===== src/rtl/hifq_seq_ctrl.sv =====
// Pointer and burst sequencer for the high-frequency circular sample queue.
// Writes each sample at the head and replays the newest BURST samples, oldest first, to the FIR MAC.
module hifq_seq_ctrl #(
    parameter int unsigned DEPTH = 1536,
    parameter int unsigned AW    = 11,
    parameter int unsigned BURST = 1021
) (
    input  logic          clk,
    input  logic          rst_n,
    input  logic          wrt_smpl,
    output logic          we,
    output logic [AW-1:0] waddr,
    output logic [AW-1:0] raddr,
    output logic          rd_vld,
    output logic          rd_first,
    output logic          rd_last,
    output logic          sequencing,
    output logic          full,
    output logic          overrun
);

    localparam int unsigned AW1       = AW + 1;
    localparam logic [AW-1:0] ONE_A    = AW'(1);
    localparam logic [AW-1:0] LAST_A   = AW'(DEPTH - 1);
    localparam logic [AW-1:0] BURST_A  = AW'(BURST);
    localparam logic [AW-1:0] BURST_M1 = AW'(BURST - 1);
    localparam logic [AW:0]   BURST_W  = AW1'(BURST);
    localparam logic [AW:0]   DEPTH_W  = AW1'(DEPTH);

    typedef enum logic [1:0] {FILL, IDLE, SEQ, DRAIN} state_e;

    state_e        state_q, state_d;
    logic [AW-1:0] wr_ptr_q, wr_ptr_d;
    logic [AW-1:0] raddr_q, raddr_d;
    logic [AW-1:0] cnt_q, cnt_d;
    logic [AW-1:0] rcnt_q, rcnt_d;
    logic          pending_q, pending_d;
    logic          rd_vld_q, rd_vld_d;
    logic          rd_first_q, rd_first_d;
    logic          rd_last_q, rd_last_d;
    logic          sequencing_q, sequencing_d;
    logic          full_q, full_d;
    logic          overrun_q, overrun_d;
    logic          go_seq;
    logic [AW:0]   ptr_ext;
    logic [AW:0]   start_w;

    always_comb begin
        state_d    = state_q;
        wr_ptr_d   = wr_ptr_q;
        raddr_d    = raddr_q;
        cnt_d      = cnt_q;
        rcnt_d     = rcnt_q;
        pending_d  = pending_q;
        overrun_d  = overrun_q;
        rd_vld_d   = 1'b0;
        rd_first_d = 1'b0;
        rd_last_d  = 1'b0;
        go_seq     = 1'b0;

        if (wrt_smpl) begin
            wr_ptr_d = (wr_ptr_q == LAST_A) ? '0 : wr_ptr_q + ONE_A;
            if (cnt_q != BURST_A) cnt_d = cnt_q + ONE_A;
        end

        // Window start from the post-write head, kept non-negative in AW+1 bits
        ptr_ext = {1'b0, wr_ptr_d};
        start_w = (ptr_ext >= BURST_W) ? ptr_ext - BURST_W : ptr_ext + DEPTH_W - BURST_W;

        case (state_q)
            FILL:  if (wrt_smpl && (cnt_d == BURST_A)) go_seq = 1'b1;
            IDLE:  if (wrt_smpl) go_seq = 1'b1;
            SEQ: begin
                rd_vld_d   = 1'b1;
                rd_first_d = (rcnt_q == '0);
                rd_last_d  = (rcnt_q == BURST_M1);
                raddr_d    = (raddr_q == LAST_A) ? '0 : raddr_q + ONE_A;
                rcnt_d     = rcnt_q + ONE_A;
                if (wrt_smpl) begin
                    if (pending_q) overrun_d = 1'b1;
                    pending_d = 1'b1;
                end
                if (rcnt_q == BURST_M1) state_d = DRAIN;
            end
            DRAIN: begin
                pending_d = 1'b0;
                if (pending_q || wrt_smpl) go_seq = 1'b1;
                else                       state_d = IDLE;
            end
            default: state_d = FILL;
        endcase

        if (go_seq) begin
            state_d = SEQ;
            raddr_d = start_w[AW-1:0];
            rcnt_d  = '0;
        end

        sequencing_d = (state_d == SEQ) || (state_d == DRAIN);
        full_d       = (cnt_d == BURST_A);
    end

    always_ff @(posedge clk or negedge rst_n) begin
        if (!rst_n) begin
            state_q      <= FILL;
            wr_ptr_q     <= '0;
            raddr_q      <= '0;
            cnt_q        <= '0;
            rcnt_q       <= '0;
            pending_q    <= 1'b0;
            rd_vld_q     <= 1'b0;
            rd_first_q   <= 1'b0;
            rd_last_q    <= 1'b0;
            sequencing_q <= 1'b0;
            full_q       <= 1'b0;
            overrun_q    <= 1'b0;
        end else begin
            state_q      <= state_d;
            wr_ptr_q     <= wr_ptr_d;
            raddr_q      <= raddr_d;
            cnt_q        <= cnt_d;
            rcnt_q       <= rcnt_d;
            pending_q    <= pending_d;
            rd_vld_q     <= rd_vld_d;
            rd_first_q   <= rd_first_d;
            rd_last_q    <= rd_last_d;
            sequencing_q <= sequencing_d;
            full_q       <= full_d;
            overrun_q    <= overrun_d;
        end
    end

    assign we         = wrt_smpl;
    assign waddr      = wr_ptr_q;
    assign raddr      = raddr_q;
    assign rd_vld     = rd_vld_q;
    assign rd_first   = rd_first_q;
    assign rd_last    = rd_last_q;
    assign sequencing = sequencing_q;
    assign full       = full_q;
    assign overrun    = overrun_q;

endmodule


===== config.mk =====
export PLATFORM = sky130hd
export DESIGN_NAME = hifq_seq_ctrl
export DESIGN_NICKNAME = d
export VERILOG_FILES = /design/src/rtl/hifq_seq_ctrl.sv
export SDC_FILE = /design/constraint.sdc
export NUM_CORES = 1
export LEC_CHECK = 0
export CAP_MARGIN = 20
export CORE_MARGIN = 1.5
export CORE_UTILIZATION = 51
export DETAILED_ROUTE_END_ITERATION = 8
export PLACE_DENSITY = 0.8
export REMOVE_ABC_BUFFERS = 1
export SLEW_MARGIN = 20
export SYNTH_ARGS = -nofsm -noshare
export SYNTH_HDL_FRONTEND = slang
export SYNTH_SLANG_ARGS = --single-unit

===== constraint.sdc =====
create_clock -name clk -period 2.5 [get_ports clk]
set_input_delay 0.5 -clock clk [delete_from_list [all_inputs] [get_ports clk]]
set_output_delay 0.5 -clock clk [all_outputs]
set_load 0.1 [all_outputs]

==> results.yml <==
synth:
  synth-main-ff-cell: "sky130_fd_sc_hd__dfrtp_1"
  synth_edf_count: 0
  ys_top_cells_by_area: "sky130_fd_sc_hd__dfrtp_1 42%, sky130_fd_sc_hd__xnor2_1 5.0%, sky130_fd_sc_hd__nor2_1 3.5%"
  async_set_or_reset_flop_fraction_in_the_synthesized_netlist_pct: 100
  seq_cells_post_synth: 53
  synth-warning-count: 0
  synth_cells: 332
  postSynthAreaPerCell_um2: 9.43
  ys_seq_area_share_pct: 42.4
  synth_top_area_cell: "sky130_fd_sc_hd__dfrtp_1"
  post_synth_num_cell_types: 57
  post_synth_instance_area_um2: 3130
  area_fraction_of_the_dominant_cell_type_after_synthesis_pct: 42.4
place:
  placement.io_buffers: 31
  gp_routability_congestion: 0.888
  detailed_placement_hpwl_mm: 5.76
sta:
  max_slew_margin_pct: 64.1
  final-setup-viol-count: 0
  rsz0062_at_grt: "yes"
  clock-skew-final_ns: 0.0104
  final.period_utilization_pct: 99.4
  finalCriticalPeriod_ns: 2.48
  slew_worst_pin_ns: 0.524
  final.setup.tns_ns: 0
  holdWs_ns: 0.128
  fmax_ghz: 0.402
  slew_violations: 0
  timing.final.hold_violations: 0
route:
  routed_wire_length_per_instance_um: 16.7
  vias: 2966
  drt_wl_total_mm: 8.52
  via_per_inst: 5.82
  antenna_violating_nets_post_route: 0
  drc_errors: 0
  first_pass_iters: 4
  drt_iter0_drc: 158
clocking:
  htreeDepth: 2
  clk_root_buffer_cell: "sky130_fd_sc_hd__clkbuf_8"
  clock_path_buffers: 2
  tritoncts_clock_tree: "built"
  cts_hold_repair.buffers: 0
  worst_skew_pair.late_latency_ns: 0.32
  path_clk_slew_ns: 0.11
  numClockSinks: 53
  cts_buffers: 5
final_layout:
  post_route_cells_drive_above_1_share_pct: 34.7
  diodes: 0
  final_net_count: 445
  synthToLayoutAreaGrowth_pct: 35.9
critical_path:
  setup.worst_path.end_class: "flop"
  worstPathBufferInverterCount: 3
  worst_r2r_startpoint: "cnt_q[1]"
  ff2ff_setup_slack_ns: 0.03
  cp_slowest_stage_delay_ns: 0.33
  worst-endpoint-arrival_ns: 2.70
  critical_path.max_fanout: 3
  cell_depth_of_the_worst_flop_to_flop_path: 10
  crit_slowest_cell: "sky130_fd_sc_hd__dlygate4sd2_1"
  worstPathCellList: "dlygate4sd2_1, buf_4, nand4_1, buf_4, xor2_1, nand2_1, nand4_1, nor4_4, a21o_1, mux2_4"
  cp-start-kind: "primary input"
  timing.setup.critical_path_class: "in -> reg"
  worstReg2RegEnd: "raddr[9]"
  timing.critical_path.max_delay_family: "simple AND/OR/NAND/NOR gates"
  critical_path_required_ns: 2.71
power_and_ir_drop:
  p_switching_mw: 1.26
  power.density_cell_area_nw_per_um2: 724
  power.sequential.fraction_pct: 34.0
  power_mw: 3.08
  power_frac_comb_pct: 49.3
  power_report.internal_total_mw: 1.82
  p_sw_share_pct: 40.9
  clk_network_pwr_share_pct: 16.6
  vdd_drop_max_v: 0.000757
  static-leakage-power_nw: 1.92
status:
  result_of_the_run: "finished, final reports clean"
floorplanning:
  floorplan.die_area_um2: 6620
  die_height_um: 81.3
  core_um2: 5920
  fp-row-count: 28
  floorplan.initialDensity_pct: 52.9
  fp.dieW_um: 81.3
  floorplan.io_pins: 32
grt:
  first_global_vias: 2862
  grt_max_degree: 34
  grtUsageTotal_pct: 27.0
  grt_first_pass_wirelength_mm: 13.6
  antenna_found_initial: 0
  grt-ovfl-total: 0
min_path:
  min_path_type: "in -> async"
flow_run:
  drv_cap: 0
[worst max path at each step]
| stage | startpoint | slack (ns) | to | depth (start not counted) |
|---|---|---|---|---|
| after floorplan | waddr[0] | -0.54 | raddr[10] | 12 |
| after CTS | cnt_q[1] | 0.003 | raddr[9] | 10 |
| after global placement | wrt_smpl | -0.44 | raddr[9] | 9 |
| after detailed placement | wrt_smpl | -0.52 | raddr[9] | 9 |
| final | wrt_smpl | 0.02 | raddr[9] | 10 |
| after global routing | waddr[4] | -0.11 | raddr[10] | 13 |
[cells in the final DEF, fill, tap and decap left out, types with 3 or more instances in the layout]
| cell type | instances |
|---|---|
| sky130_fd_sc_hd__mux2i_1 | 9 |
| sky130_fd_sc_hd__or2_2 | 3 |
| sky130_fd_sc_hd__ha_1 | 4 |
| sky130_fd_sc_hd__a21oi_2 | 4 |
| sky130_fd_sc_hd__buf_6 | 4 |
| sky130_fd_sc_hd__xor2_1 | 10 |
| sky130_fd_sc_hd__dfrtp_1 | 52 |
| sky130_fd_sc_hd__clkbuf_8 | 5 |
| sky130_fd_sc_hd__and3_1 | 8 |
| sky130_fd_sc_hd__o31ai_1 | 3 |
| sky130_fd_sc_hd__nand3_1 | 15 |
| sky130_fd_sc_hd__nand2b_1 | 3 |
| sky130_fd_sc_hd__xnor2_1 | 18 |
| sky130_fd_sc_hd__nor2b_1 | 7 |
| sky130_fd_sc_hd__nor2_1 | 29 |
| sky130_fd_sc_hd__inv_1 | 13 |
| sky130_fd_sc_hd__buf_4 | 100 |
| sky130_fd_sc_hd__nand2_1 | 19 |
| sky130_fd_sc_hd__nor4_1 | 4 |
| sky130_fd_sc_hd__a21oi_1 | 16 |
| sky130_fd_sc_hd__o21a_1 | 6 |
| sky130_fd_sc_hd__mux2_2 | 3 |
| sky130_fd_sc_hd__nor3_1 | 11 |
| sky130_fd_sc_hd__and4_1 | 3 |
| sky130_fd_sc_hd__nor3b_1 | 3 |
| sky130_fd_sc_hd__ha_4 | 3 |
| sky130_fd_sc_hd__nand4_1 | 11 |
| sky130_fd_sc_hd__o21ai_0 | 9 |
| sky130_fd_sc_hd__a31oi_1 | 4 |
[sequential cells by signal, indices dropped and copies added (netlist names)]
| register | count |
|---|---|
| rd_first | 1 |
| pending_q | 1 |
| state_q | 2 |
| raddr | 11 |
| rd_last | 1 |
| waddr | 11 |
| overrun | 1 |
| rd_vld | 1 |
| rcnt_q | 11 |
| sequencing | 1 |
| full | 1 |
| cnt_q | 11 |
[area by class of cell]
| cell class | instances | area [µm²] |
|---|---|---|
| inverters | 14 | 52.6 |
| flip-flops and latches | 53 | 1330 |
| clock buffers | 5 | 68.8 |
| multi-input cells | 252 | 1840 |
| fillers | 423 | 1670 |
| repair buffers | 108 | 850 |
| well taps | 75 | 93.8 |
| clock inverters | 3 | 21.3 |
[synth_stat cells, types with 7 or more instances]
master and n:
sky130_fd_sc_hd__a21oi_1 19, sky130_fd_sc_hd__and3_1 9, sky130_fd_sc_hd__dfrtp_1 53, sky130_fd_sc_hd__ha_1 8, sky130_fd_sc_hd__inv_1 14, sky130_fd_sc_hd__mux2i_1 9
sky130_fd_sc_hd__nand2_1 19, sky130_fd_sc_hd__nand3_1 17, sky130_fd_sc_hd__nand4_1 11, sky130_fd_sc_hd__nor2_1 29, sky130_fd_sc_hd__nor2b_1 7, sky130_fd_sc_hd__nor3_1 12
sky130_fd_sc_hd__o21ai_0 9, sky130_fd_sc_hd__xnor2_1 18, sky130_fd_sc_hd__xor2_1 10
[through the flow]
stage	worst slack, ns	cells	utilization, %	instance area, µm²
2_1_floorplan	-0.537	319	-	3060
3_3_place_gp	-0.436	493	66.2	3920
3_5_place_dp	-0.519	493	66.2	3920
4_1_cts	0.00306	507	70.3	4160
5_1_grt	-0.106	510	71.9	4250
6_report	0.0151	510	71.9	4250
[power groups by stage]
stage          clock (mW)  sequential [mW]  combinational [mW]
2_1_floorplan           0             1.34               0.366
3_3_place_gp            0             1.04                1.20
3_5_place_dp            0             1.04                1.22
4_1_cts             0.518             1.04                1.38
5_1_grt             0.554             1.06                1.61
6_report            0.513             1.05                1.52
[metal layers]
metal  share of wire, %  GRT usage, %  vias up
li1                   -             -     1404
met1                 45          35.3     1444
met2                 49          45.0       97
met3                4.1          4.27       21
met4                2.5          9.83        0
met5                  0             0        -
[worst register-to-register path, cell delays in order, from the launching register on]
cell	delay (ns)
sky130_fd_sc_hd__dfrtp_1	0.42
sky130_fd_sc_hd__buf_6	0.14
sky130_fd_sc_hd__ha_4	0.16
sky130_fd_sc_hd__buf_4	0.13
sky130_fd_sc_hd__and3_4	0.17
sky130_fd_sc_hd__buf_4	0.13
sky130_fd_sc_hd__a21oi_2	0.14
sky130_fd_sc_hd__nand4_1	0.19
sky130_fd_sc_hd__nor4_4	0.31
sky130_fd_sc_hd__a21o_1	0.25
sky130_fd_sc_hd__mux2_4	0.31
[repair_timing]
item,CTS,global route
setup buffers,6,4
gates resized for setup,22,14
setup endpoints to repair,22,24
cloned,0,0
pin swaps,7,9
hold endpoints to repair,0,0
[cells by family after synthesis]
group / share of synthesized area (%)
AO/OA/AOI/OAI: 13.8
XOR/XNOR: 7.83
adder cells (fa/ha/maj): 3.20
buffers and inverters: 3.96
flip-flops: 42.4
multiplexers: 4.80
AND/OR/NAND/NOR: 24.1
Note: power is estimated with default switching activity, not from simulation.
